--- config.mk ---
export PLATFORM = sky130hd
export DESIGN_NAME = fetch_sequencer
export DESIGN_NICKNAME = d
export VERILOG_FILES = /design/src/rtl/fetch_pkg.sv /design/src/rtl/fetch_queue.sv /design/src/rtl/fetch_sequencer.sv
export SDC_FILE = /design/constraint.sdc
export NUM_CORES = 1
export LEC_CHECK = 0
export BUFFER_PORTS_ARGS = -buffer_cell sky130_fd_sc_hd__buf_4
export CORE_MARGIN = 4
export CORE_UTILIZATION = 49
export CTS_CLUSTER_SIZE = 8
export DETAILED_ROUTE_END_ITERATION = 6
export PLACE_DENSITY = 0.79
export SLEW_MARGIN = 20
export SYNTH_ARGS = -nofsm -noshare
export SYNTH_HDL_FRONTEND = slang
export SYNTH_SLANG_ARGS = --single-unit
--- constraint.sdc ---
create_clock -name clk -period 3 [get_ports clk]
set_input_delay 0.15 -clock clk [delete_from_list [all_inputs] [get_ports clk]]
set_output_delay 0.15 -clock clk [all_outputs]
set_load 0.01 [all_outputs]
--- src/rtl/fetch_pkg.sv ---
// rtl/fetch_pkg.sv - shared defaults, state enum and queue entry type for the fetch block
package fetch_pkg;

    localparam int FETCH_ADDR_W = 16;
    localparam int FETCH_DATA_W = 32;
    localparam logic [FETCH_ADDR_W-1:0] FETCH_RESET_PC = 16'h0000;

    typedef enum logic [1:0] {
        FETCH  = 2'd0,
        DRAIN  = 2'd1,
        HALTED = 2'd2
    } fetch_state_t;

    // One prefetched instruction tagged with the word address it came from
    typedef struct packed {
        logic [FETCH_ADDR_W-1:0] pc;
        logic [FETCH_DATA_W-1:0] data;
    } fetch_entry_t;

endpackage

--- src/rtl/fetch_queue.sv ---
// rtl/fetch_queue.sv - small synchronous FIFO of tagged instruction words
module fetch_queue
    import fetch_pkg::*;
#(
    parameter int DEPTH = 2,
    parameter int CNT_W = $clog2(DEPTH + 1)
) (
    input  logic             clk,
    input  logic             rst,
    input  logic             push,
    input  fetch_entry_t     push_entry,
    input  logic             pop,
    input  logic             flush,
    output logic [CNT_W-1:0] count,
    output logic             head_valid,
    output fetch_entry_t     head
);

    localparam int PTR_W = (DEPTH > 1) ? $clog2(DEPTH) : 1;

    fetch_entry_t     mem [DEPTH];
    logic [PTR_W-1:0] rd_ptr;
    logic [PTR_W-1:0] wr_ptr;
    logic             do_push;
    logic             do_pop;

    // Flush discards everything, including a word arriving in the same cycle;
    // the producer's credit check keeps push from ever overflowing.
    assign do_push    = push && !flush;
    assign do_pop     = pop && (count != '0);
    assign head_valid = (count != '0);
    // Head reads as zero while empty so the consumer never sees stale tags
    assign head       = head_valid ? mem[rd_ptr] : '0;

    function automatic logic [PTR_W-1:0] next_ptr(input logic [PTR_W-1:0] p);
        return (p == PTR_W'(DEPTH - 1)) ? '0 : p + PTR_W'(1);
    endfunction

    // Entry storage; contents are only observable through head when count is non-zero
    always_ff @(posedge clk) begin
        if (do_push) begin
            mem[wr_ptr] <= push_entry;
        end
    end

    // Pointer and occupancy bookkeeping
    always_ff @(posedge clk) begin
        if (rst || flush) begin
            rd_ptr <= '0;
            wr_ptr <= '0;
            count  <= '0;
        end else begin
            if (do_push) begin
                wr_ptr <= next_ptr(wr_ptr);
            end
            if (do_pop) begin
                rd_ptr <= next_ptr(rd_ptr);
            end
            count <= count + CNT_W'(do_push) - CNT_W'(do_pop);
        end
    end

endmodule

--- src/rtl/fetch_sequencer.sv ---
// rtl/fetch_sequencer.sv - instruction fetch PC, ROM issue, redirect/halt control
module fetch_sequencer
    import fetch_pkg::*;
#(
    parameter int                ADDR_W   = FETCH_ADDR_W,
    parameter int                DATA_W   = FETCH_DATA_W,
    parameter logic [ADDR_W-1:0] RESET_PC = FETCH_RESET_PC,
    parameter int                DEPTH    = 2
) (
    input  logic              clk,
    input  logic              rst,
    output logic [ADDR_W-1:0] rom_addr,
    input  logic [DATA_W-1:0] rom_data,
    input  logic              redirect_valid,
    input  logic [ADDR_W-1:0] redirect_pc,
    input  logic              halt,
    output logic              inst_valid,
    output logic [DATA_W-1:0] inst_data,
    output logic [ADDR_W-1:0] inst_pc,
    input  logic              inst_ready,
    output logic              halted
);

    localparam int CNT_W = $clog2(DEPTH + 1);

    fetch_state_t      state;
    logic [ADDR_W-1:0] fetch_pc;
    logic [ADDR_W-1:0] inflight_pc;
    logic              inflight;
    logic [CNT_W-1:0]  q_count;
    logic [CNT_W:0]    q_used;
    logic [CNT_W:0]    q_limit;
    logic              pop;
    logic              issue;
    fetch_entry_t      push_entry;
    fetch_entry_t      head;

    assign rom_addr = fetch_pc;
    assign pop      = inst_valid && inst_ready;

    // Credit check: queued words plus the one in flight must leave room for
    // another, counting the slot freed by a pop in this same cycle.
    assign q_used  = {1'b0, q_count} + (CNT_W + 1)'(inflight);
    assign q_limit = (CNT_W + 1)'(DEPTH) + (CNT_W + 1)'(pop);
    assign issue   = (state == FETCH) && !redirect_valid && (q_used < q_limit);

    assign push_entry.pc   = inflight_pc;
    assign push_entry.data = rom_data;

    // A redirect flushes the queue and also blocks the in-flight word from landing
    fetch_queue #(
        .DEPTH (DEPTH),
        .CNT_W (CNT_W)
    ) u_queue (
        .clk        (clk),
        .rst        (rst),
        .push       (inflight),
        .push_entry (push_entry),
        .pop        (pop),
        .flush      (redirect_valid),
        .count      (q_count),
        .head_valid (inst_valid),
        .head       (head)
    );

    assign inst_data = head.data;
    assign inst_pc   = head.pc;

    // Fetch PC, in-flight tag and the FETCH/DRAIN/HALTED control state
    always_ff @(posedge clk) begin
        if (rst) begin
            state       <= FETCH;
            halted      <= 1'b0;
            fetch_pc    <= RESET_PC;
            inflight    <= 1'b0;
            inflight_pc <= '0;
        end else begin
            inflight <= issue;
            if (issue) begin
                inflight_pc <= fetch_pc;
            end
            if (redirect_valid) begin
                fetch_pc <= redirect_pc;
            end else if (issue) begin
                fetch_pc <= fetch_pc + ADDR_W'(1);
            end
            case (state)
                FETCH: begin
                    if (halt) begin
                        state <= DRAIN;
                    end
                end
                // ROM latency is one cycle, so any word in flight on entry
                // lands during this cycle and DRAIN never has to linger.
                DRAIN: begin
                    if (halt) begin
                        state  <= HALTED;
                        halted <= 1'b1;
                    end else begin
                        state <= FETCH;
                    end
                end
                HALTED: begin
                    if (!halt) begin
                        state  <= FETCH;
                        halted <= 1'b0;
                    end
                end
                default: begin
                    state  <= FETCH;
                    halted <= 1'b0;
                end
            endcase
        end
    end

endmodule

==> impl_metrics.toml, run 1 <==
[logic_synthesis]
syn_area_sq_um = 5690
ys.flop_type = "edfxtp_1"
ys_seq_area_share_pct = 65.1
avgSynthCellArea_sq_um = 12.5
synth_top_area_share_pct = 50.6
synth_top_area_cell = "edfxtp_1"
syn_inst = 456
ys_warn_count = 0
synthArstFlopShare_pct = 0
yosys.cell_types.count = 42
synth_edf_count = 96
ys_ff_latch = 137
synth_nets = 514
synth_area_leaders = "edfxtp_1 (51%), dfxtp_1 (14%), mux2i_1 (8.4%)"

[clock_network]
insertion_delay_ps = 400
cts_buffer_depth = 2
cts_made_buffers = 17
ctsResizeCount = 0
clkTransAtPathRegs_ps = 60
clock_sinks = 137
cts_tree = "yes"
root_buffer = "clkbuf_16"
h-tree-depth = 4

[final_layout]
insertedDiodeCount = 0
drive_above_1_share_pct = 26.2
post-route-util_pct = 66.9
area_growth_pct = 33.7
fin_cells = 754
fin_nets = 656

[detailed_routing]
drtPass1Iterations = 5
via_count = 4223
drtIter0Drc = 359
ant_nets = 0
viasPerCell = 5.60
finalWirelength_um = 12900
drcViolationCount = 0
wl_per_cell_um = 17.2

[timing]
timing.setup.tns_ps = 0
max_slew_margin_pct = 48.9
final_hold_viol_count = 0
max_freq_mhz = 432
fin_worst_skew_ps = 11.7
whs_ps = 21.9
min_period_ps = 2320
fin_crit_sh_pct = 77.2
worst_slack_ps = 684
rsz0062_at_grt = "false"
worst-slew-pin-transition_ps = 767
slew_viol_final = 0
finalSetupViolCount = 0

[critical_path]
start_kind = "register"
cp_slowest_cell = "or3_1"
crit_chain = "ha_1, ha_1, nor3_2, buf_4, nand2_1, or3_1, a2111oi_1"
cp_slowest_stage_delay_ps = 400
arrival_ps = 2590
crit_family = "simple AND/OR/NAND/NOR gates"
critPathKind = "reg2reg"
crit_required_ps = 3270
setup.worst_path.end_class = "register"
crit_fanout = 23
crit_top_cell = "ha_1"
critPathBufInv = 1

[power_and_ir_drop]
p_int_mw = 3.54
comb_power_share_pct = 7.5
pwr-share-clk_pct = 44.8
irDropWorstVdd_mv = 0.370
switching_share_pct = 20.7
power_density_nw_per_um2 = 586
p_leak_nw = 2.82
switchingPower_mw = 0.925
p_seq_share_pct = 47.7

[floorplan]
rows = 39
die_area_sq_um = 13400
start_util_pct = 50.1
fp.dieW_um = 116
core_region_area_sq_um = 11400
fp.dieH_um = 116
ioPinCount = 119

[grt]
grt_max_degree = 50
antenna_found_initial = 0
grt_pass1_wl_um = 20200
grt.total_usage_pct = 19.3
grt-ovfl-total = 0
grt_pass1_vias = 4112

[flow_run]
cap_violations = 0

[placed_design]
gp_congestion = 0.871
port_buffers = 118
place_ws_ps = 730
dp.cells = 689
dp_hpwl_um = 7980

[worst_hold_path]
hold_class = "in2reg"

[status]
status = "finished clean"
## kinds of logic after synthesis
logic type	count (synthesis)	synth area share (%)
buffers and inverters	42	3.06
muxes	48	8.44
adders and majority gates	5	1.10
DFF	137	65.1
AOI/OAI and AO/OA	65	8.20
and+or+nand+nor	154	13.4
xor gates and xnor gates	5	0.770
## power by group through the flow
| stage | sequential (mW) | combinational [mW] | clock [mW] |
|---|---|---|---|
| floorplan | 2.16 | 0.149 | 0 |
| global route | 2.13 | 0.364 | 2.12 |
| detailed placement | 2.16 | 0.294 | 0 |
| finish | 2.13 | 0.334 | 2.00 |
| CTS | 2.13 | 0.330 | 2.03 |
| global placement | 2.16 | 0.282 | 0 |
## through the flow
| step | power (mW) | instance area (sq um) |
|---|---|---|
| floorplan | 2.30 | 5690 |
| global placement | 2.44 | 6690 |
| detailed placement | 2.46 | 6690 |
| CTS | 4.48 | 7580 |
| global route | 4.62 | 7610 |
| finish | 4.46 | 7610 |
## worst min-delay path, stage by stage
cell and delay, ps:
buf_4 110, nor2_1 70, nor4_1 50
## registers in the layout (all words and copies together) (netlist names), named ones only
name            cells
state               2
halted              1
u_queue.mem        96
rom_addr           16
u_queue.rd_ptr      1
inflight_pc        16
u_queue.wr_ptr      1
inflight            1
u_queue.count       2
## synth_stat cells (5+ instances only)
library cell   n
a21oi_1       17
a311oi_1      11
and3_1         7
buf_2          7
clkbuf_1      23
dfxtp_1       41
edfxtp_1      96
ha_1           5
inv_1          6
mux2i_1       48
nand2_1       10
nand3_1        7
nand4_1       21
nor2_1        73
nor2b_1        5
nor3_1         7
nor4_1         7
o31ai_1       20
or3_1          5
## worst paths after layout
kind                                       start                 end  slack, ps  cells after the start
worst max-delay path            u_queue.count[0]        rom_addr[12]        680                      7
worst min-delay path             redirect_pc[15]        rom_addr[15]         20                      3
worst max register to register  u_queue.count[0]        rom_addr[12]        680                      7
worst min register to register    inflight_pc[5]  u_queue.mem[1][37]        450                      0
## cell usage in the layout (no fill, tap or decap), types with 4 or more instances in the layout
master,instances
a2111oi_1,4
a21oi_1,17
a311oi_1,11
and3_1,7
buf_4,124
clkbuf_1,4
clkbuf_16,17
clkinv_2,4
dfxtp_1,40
dlygate4sd3_1,32
edfxtp_1,96
ha_1,5
inv_1,6
mux2i_1,48
nand2_1,10
nand3_1,7
nand4_1,21
nor2_1,72
nor2b_1,4
nor3_1,7
nor4_1,7
o31ai_1,20
or3_1,5
or4_1,4
## routing by layer
metal	vias to the layer above	share of wire (%)	track usage [%]
li1	2012	-	-
met1	2034	43	25.9
met2	168	49	31.8
met3	9	6.8	4.23
met4	0	1.0	5.65
met5	-	0	0
## area by class of cell
class | count | area, sq um
fillers | 839 | 3760
well taps | 143 | 179
clock inverters | 11 | 129
multi-input cells | 277 | 1830
repair buffers | 158 | 1300
inverters | 7 | 26.3
clock buffers | 21 | 440
flip-flops and latches | 137 | 3700
## repair_timing
| action | CTS | global route |
|---|---|---|
| buffers inserted | 0 | 0 |
| hold buffers | 32 | 0 |
| endpoints found under the hold margin | 64 | 0 |
(Power assumes the default switching activity.)
==> run 2: changes to the inputs <==
--- a/config.mk
+++ b/config.mk
@@ -7,10 +7,10 @@
 export LEC_CHECK = 0
 export BUFFER_PORTS_ARGS = -buffer_cell sky130_fd_sc_hd__buf_4
 export CORE_MARGIN = 4
-export CORE_UTILIZATION = 49
+export CORE_UTILIZATION = 54
 export CTS_CLUSTER_SIZE = 8
 export DETAILED_ROUTE_END_ITERATION = 6
-export PLACE_DENSITY = 0.79
+export PLACE_DENSITY = 0.82
 export SLEW_MARGIN = 20
 export SYNTH_ARGS = -nofsm -noshare
 export SYNTH_HDL_FRONTEND = slang
==> constraint.sdc (replaced) <==
create_clock -name clk -period 2.3 [get_ports clk]
set_input_delay 0.115 -clock clk [delete_from_list [all_inputs] [get_ports clk]]
set_output_delay 0.115 -clock clk [all_outputs]
set_load 0.01 [all_outputs]
==> impl_metrics.toml, run 2 (synthesized netlist as in run 1, its figures left out) <==
[critical_path]
crit_required_ps = 2720
setup.worst_path.end_class = "register"
crit_fanout = 31
cp_slowest_cell = "or4_1"
crit_chain = "ha_1, ha_1, or3_4, or4_1, a311oi_1"
critPathKind = "reg2reg"
arrival_ps = 2580
start_kind = "register"
cp_slowest_stage_delay_ps = 520
crit_top_cell = "ha_1"

[detailed_routing]
drtIter0Drc = 323
drtPass1Iterations = 5
wl_per_cell_um = 17.3
drcViolationCount = 0
viasPerCell = 5.59
finalWirelength_um = 13300
via_count = 4290
ant_nets = 0

[floorplan]
core_region_area_sq_um = 10300
rows = 37
ioPinCount = 119
fp.dieH_um = 111
start_util_pct = 55.4
fp.dieW_um = 111
die_area_sq_um = 12200

[grt]
grt.total_usage_pct = 22.0
grt-ovfl-total = 0
antenna_found_initial = 0
grt_pass1_wl_um = 21800
grt_max_degree = 50
grt_pass1_vias = 4246

[clock_network]
clock_sinks = 137
h-tree-depth = 4
root_buffer = "clkbuf_8"
cts_tree = "yes"
cts_buffer_depth = 2
clkTransAtPathRegs_ps = 60
insertion_delay_ps = 530
cts_setup_buffers = 0
cts_made_buffers = 17

[final_layout]
multi_input_area_sq_um = 1830
insertedDiodeCount = 0
fin_nets = 677
area_growth_pct = 37.2
fin_area_sq_um = 7810
largest_register_ffs = 96
drive_above_1_share_pct = 26.1
largest_register = "u_queue.mem"
post-route-util_pct = 76.0
final_cell_mix = "buf_4 (123), edfxtp_1 (96), nor2_1 (72), dlygate4sd3_1 (52), mux2i_1 (48)"
regArea_sq_um = 3700
final_common_cell = "buf_4"
nFillCells = 622

[power_and_ir_drop]
comb_power_share_pct = 8.1
irDropWorstVdd_mv = 0.580
p_total_mw = 5.75
pwr-share-clk_pct = 43.7
p_leak_nw = 2.89
switching_share_pct = 22.2
p_seq_share_pct = 48.3
p_int_mw = 4.47
switchingPower_mw = 1.28
power_density_nw_per_um2 = 736

[timing]
fin_worst_skew_ps = 7.90
timing.setup.tns_ps = 0
max_freq_mhz = 464
finalSetupViolCount = 0
rsz0062_at_grt = "false"
worst_slack_ps = 144
worst-slew-pin-transition_ps = 691
max_slew_margin_pct = 53.9
final_hold_viol_count = 0
min_period_ps = 2160
fin_crit_sh_pct = 93.7
slew_viol_final = 0

[worst_hold_path]
hold_class = "in2reg"

[placed_design]
gp_congestion = 0.849
placed_area_sq_um = 6740
place_ws_ps = 106
dp_hpwl_um = 7680
port_buffers = 118

[status]
status = "finished clean"

[flow_run]
cap_violations = 0
[run 2: cell types whose count changed in the layout (fill, tap and decap cells not counted)]
cell / previous run / this run
clkinv_2: 4 / 3
bufinv_16: 3 / 2
clkbuf_16: 17 / 16
o21a_1: 1 / 0
clkbuf_1: 4 / 1
dlygate4sd3_1: 32 / 52
buf_4: 124 / 123
clkinv_4: 0 / 1
buf_12: 1 / 4
clkinvlp_4: 1 / 5
buf_16: 1 / 0
o21a_2: 0 / 1
clkbuf_8: 0 / 1
[run 2: area by class of cell]
type | count | area share [%]
clock inverter | 14 | 1.70
inverter | 7 | 0.337
timing repair buffer | 179 | 19.5
sequential | 137 | 47.5
clock buffer | 18 | 5.35
tap | 136 | 2.18
multi-input combinational | 277 | 23.5
[run 2: path summary, 6_finish.rpt]
path                   endpoint  depth (start not counted)  slack (ps)             start
max reg2reg         rom_addr[4]                          5         140  u_queue.count[0]
min reg2reg  u_queue.mem[1][41]                          0         450    inflight_pc[9]
min                    register                          4          50        inst_ready
max                 rom_addr[4]                          5         140  u_queue.count[0]
[run 2: repair_timing]
action,CTS,global route
gates resized for setup,0,1
endpoints found under the hold margin,90,0
endpoints found under the setup margin,0,3
hold buffers,52,0
[run 2: power by group through the flow]
stage	clock network [mW]	registers [mW]	logic (mW)
finish	2.51	2.77	0.465
global route	2.67	2.78	0.508
CTS	2.54	2.77	0.456
detailed placement	0	2.82	0.383
global placement	0	2.82	0.372
floorplan	0	2.81	0.194
[run 2: metrics by stage]
stage               cells  hold slack, ps
CTS                   768            34.9
floorplan             456             214
detailed placement    684             304
finish                768            49.9
global placement      684             301
global route          768            67.9
[run 2: critical path, delay by kind of cell (launching register included)]
family / cells / cell delay (ps)
and+or+nand+nor: 2 / 1010
adders and majority gates: 2 / 400
DFF: 1 / 360
AOI/OAI and AO/OA: 1 / 280
[run 2: layer usage]
layer	global-route usage, %	vias up	part of all wire [%]
met5	0	-	0
met1	28.4	2025	42
met4	5.75	0	1.2
met2	36.6	192	51
li1	-	2058	-
met3	6.33	15	6.3
==> run 3: changes to the inputs <==
--- a/config.mk
+++ b/config.mk
@@ -11,6 +11,7 @@
 export CTS_CLUSTER_SIZE = 8
 export DETAILED_ROUTE_END_ITERATION = 6
 export PLACE_DENSITY = 0.82
+export RECOVER_POWER = 100
 export SLEW_MARGIN = 20
 export SYNTH_ARGS = -nofsm -noshare
 export SYNTH_HDL_FRONTEND = slang
==> impl_metrics.toml, run 3 (synthesized netlist as in run 1, its figures left out) <==
[critical_path]
arrival_ps = 2550
crit_top_cell = "ha_1"
crit_chain = "ha_1, ha_1, or3_4, or3_1, a2111oi_0"
crit_fanout = 31
start_kind = "register"
cp_slowest_cell = "or3_4"
r2r_setup_slack_ps = 140
cp_slowest_stage_delay_ps = 490
crit_required_ps = 2690
critPathKind = "reg2reg"
setup.worst_path.end_class = "register"

[clock_network]
cts_tree = "yes"
cts_buffer_depth = 2
clock_sinks = 137
insertion_delay_ps = 520
clkTransAtPathRegs_ps = 60
h-tree-depth = 4
cts_made_buffers = 17
root_buffer = "clkbuf_8"

[detailed_routing]
drcViolationCount = 0
drtIter0Drc = 303
met3_length_um = 860
wl_per_cell_um = 17.2
top_layer = "met4"
finalWirelength_um = 13200
m1WireLength_um = 5610
ant_nets = 0
viasPerCell = 5.63
route.met2.wl_um = 6620
drtPass1Iterations = 4
via_count = 4320

[placed_design]
port_buffers = 118
gp_congestion = 0.849
place_ws_ps = 106
dp_hpwl_um = 7680

[floorplan]
die_area_sq_um = 12200
ioPinCount = 119
start_util_pct = 55.4
fp.dieH_um = 111
rows = 37
fp.dieW_um = 111
core_region_area_sq_um = 10300

[timing]
worst_slack_ps = 138
slew_viol_final = 0
max_slew_margin_pct = 41.9
fin_worst_skew_ps = 8.30
finalSetupViolCount = 0
fin_crit_sh_pct = 94.0
rsz0062_at_grt = "false"
min_period_ps = 2160
max_freq_mhz = 462
timing.setup.tns_ps = 0
final_hold_viol_count = 0
worst-slew-pin-transition_ps = 871

[status]
status = "finished clean"

[final_layout]
largest_register_ffs = 96
final_cell_mix = "edfxtp_1 (96), clkbuf_1 (73), nor2_1 (72), dlygate4sd3_1 (52), mux2i_1 (48)"
fin_nets = 677
largest_register = "u_queue.mem"
final_common_cell = "edfxtp_1"
insertedDiodeCount = 0
drive_above_1_share_pct = 14.4
area_growth_pct = 31.9

[worst_hold_path]
hold_class = "in2reg"

[flow_run]
cap_violations = 0

[grt]
grt_max_degree = 50
grt-ovfl-total = 0
grt_pass1_wl_um = 21800
antenna_found_initial = 0
grt.total_usage_pct = 22.0
grt_pass1_vias = 4246

[power_and_ir_drop]
p_leak_nw = 2.58
irDropWorstVdd_mv = 0.578
power_density_nw_per_um2 = 760
run 3: cell count changes in the layout (fill, tap and decap cells not counted), sizes merged:
| cell | previous run | this run |
|---|---|---|
| buf | 127 | 29 |
| clkbuf | 18 | 116 |
run 3: worst max-delay path, delay by kind of cell (launching register included):
family	cells	cell delay, ps
AND/OR/NAND/NOR	2	880
flip-flops	1	360
adder cells (fa/ha/maj)	2	400
AO/OA/AOI/OAI	1	400
run 3: final timing paths:
kind	start	end	cells after the start
worst min register to register	inflight_pc[9]	u_queue.mem[1][41]	0
worst max register to register	u_queue.count[0]	rom_addr[8]	5
worst max-delay path	u_queue.count[0]	rom_addr[8]	5
worst min-delay path	inst_ready	register	4
run 3: routing by layer:
layer	GRT usage, %	up-vias
met2	36.6	192
met3	6.33	13
met1	28.4	2053
li1	-	2062
met4	5.75	0
met5	0	-
run 3: metrics by stage:
stage / std cells / instance area [sq um] / util, % / total power, mW / hold slack, ps
6_report: 768 / 7510 / 73.1 / 5.70 / 198
4_1_cts: 768 / 7810 / 76.0 / 5.76 / 34.9
2_1_floorplan: 456 / 5690 / - / 3.01 / 214
5_1_grt: 768 / 7510 / 73.1 / 5.91 / 223
3_5_place_dp: 684 / 6740 / 65.5 / 3.20 / 304
3_3_place_gp: 684 / 6740 / 65.5 / 3.19 / 301
run 3: power breakdown:
| part | switching, mW | internal [mW] |
|---|---|---|
| Combinational | 0.220 | 0.198 |
| Clock | 0.992 | 1.52 |
| Sequential | 0.0632 | 2.71 |
| Total | 1.28 | 4.43 |
run 3: final cells by class:
class                      instances  area, sq um
timing repair buffer             179         1240
multi-input combinational        277         1820
inverter                           7         26.3
clock inverter                    14          133
fill                             727         2770
clock buffer                      18          418
sequential                       137         3700
tap                              136          170
run 3: what timing repair did:
| action | in CTS | in global routing |
|---|---|---|
| hold buffers | 52 | 0 |
| setup endpoints to repair | 0 | 3 |
| endpoints found under the hold margin | 90 | 0 |
| resized for setup | 0 | 1 |
| setup buffers | 0 | 0 |
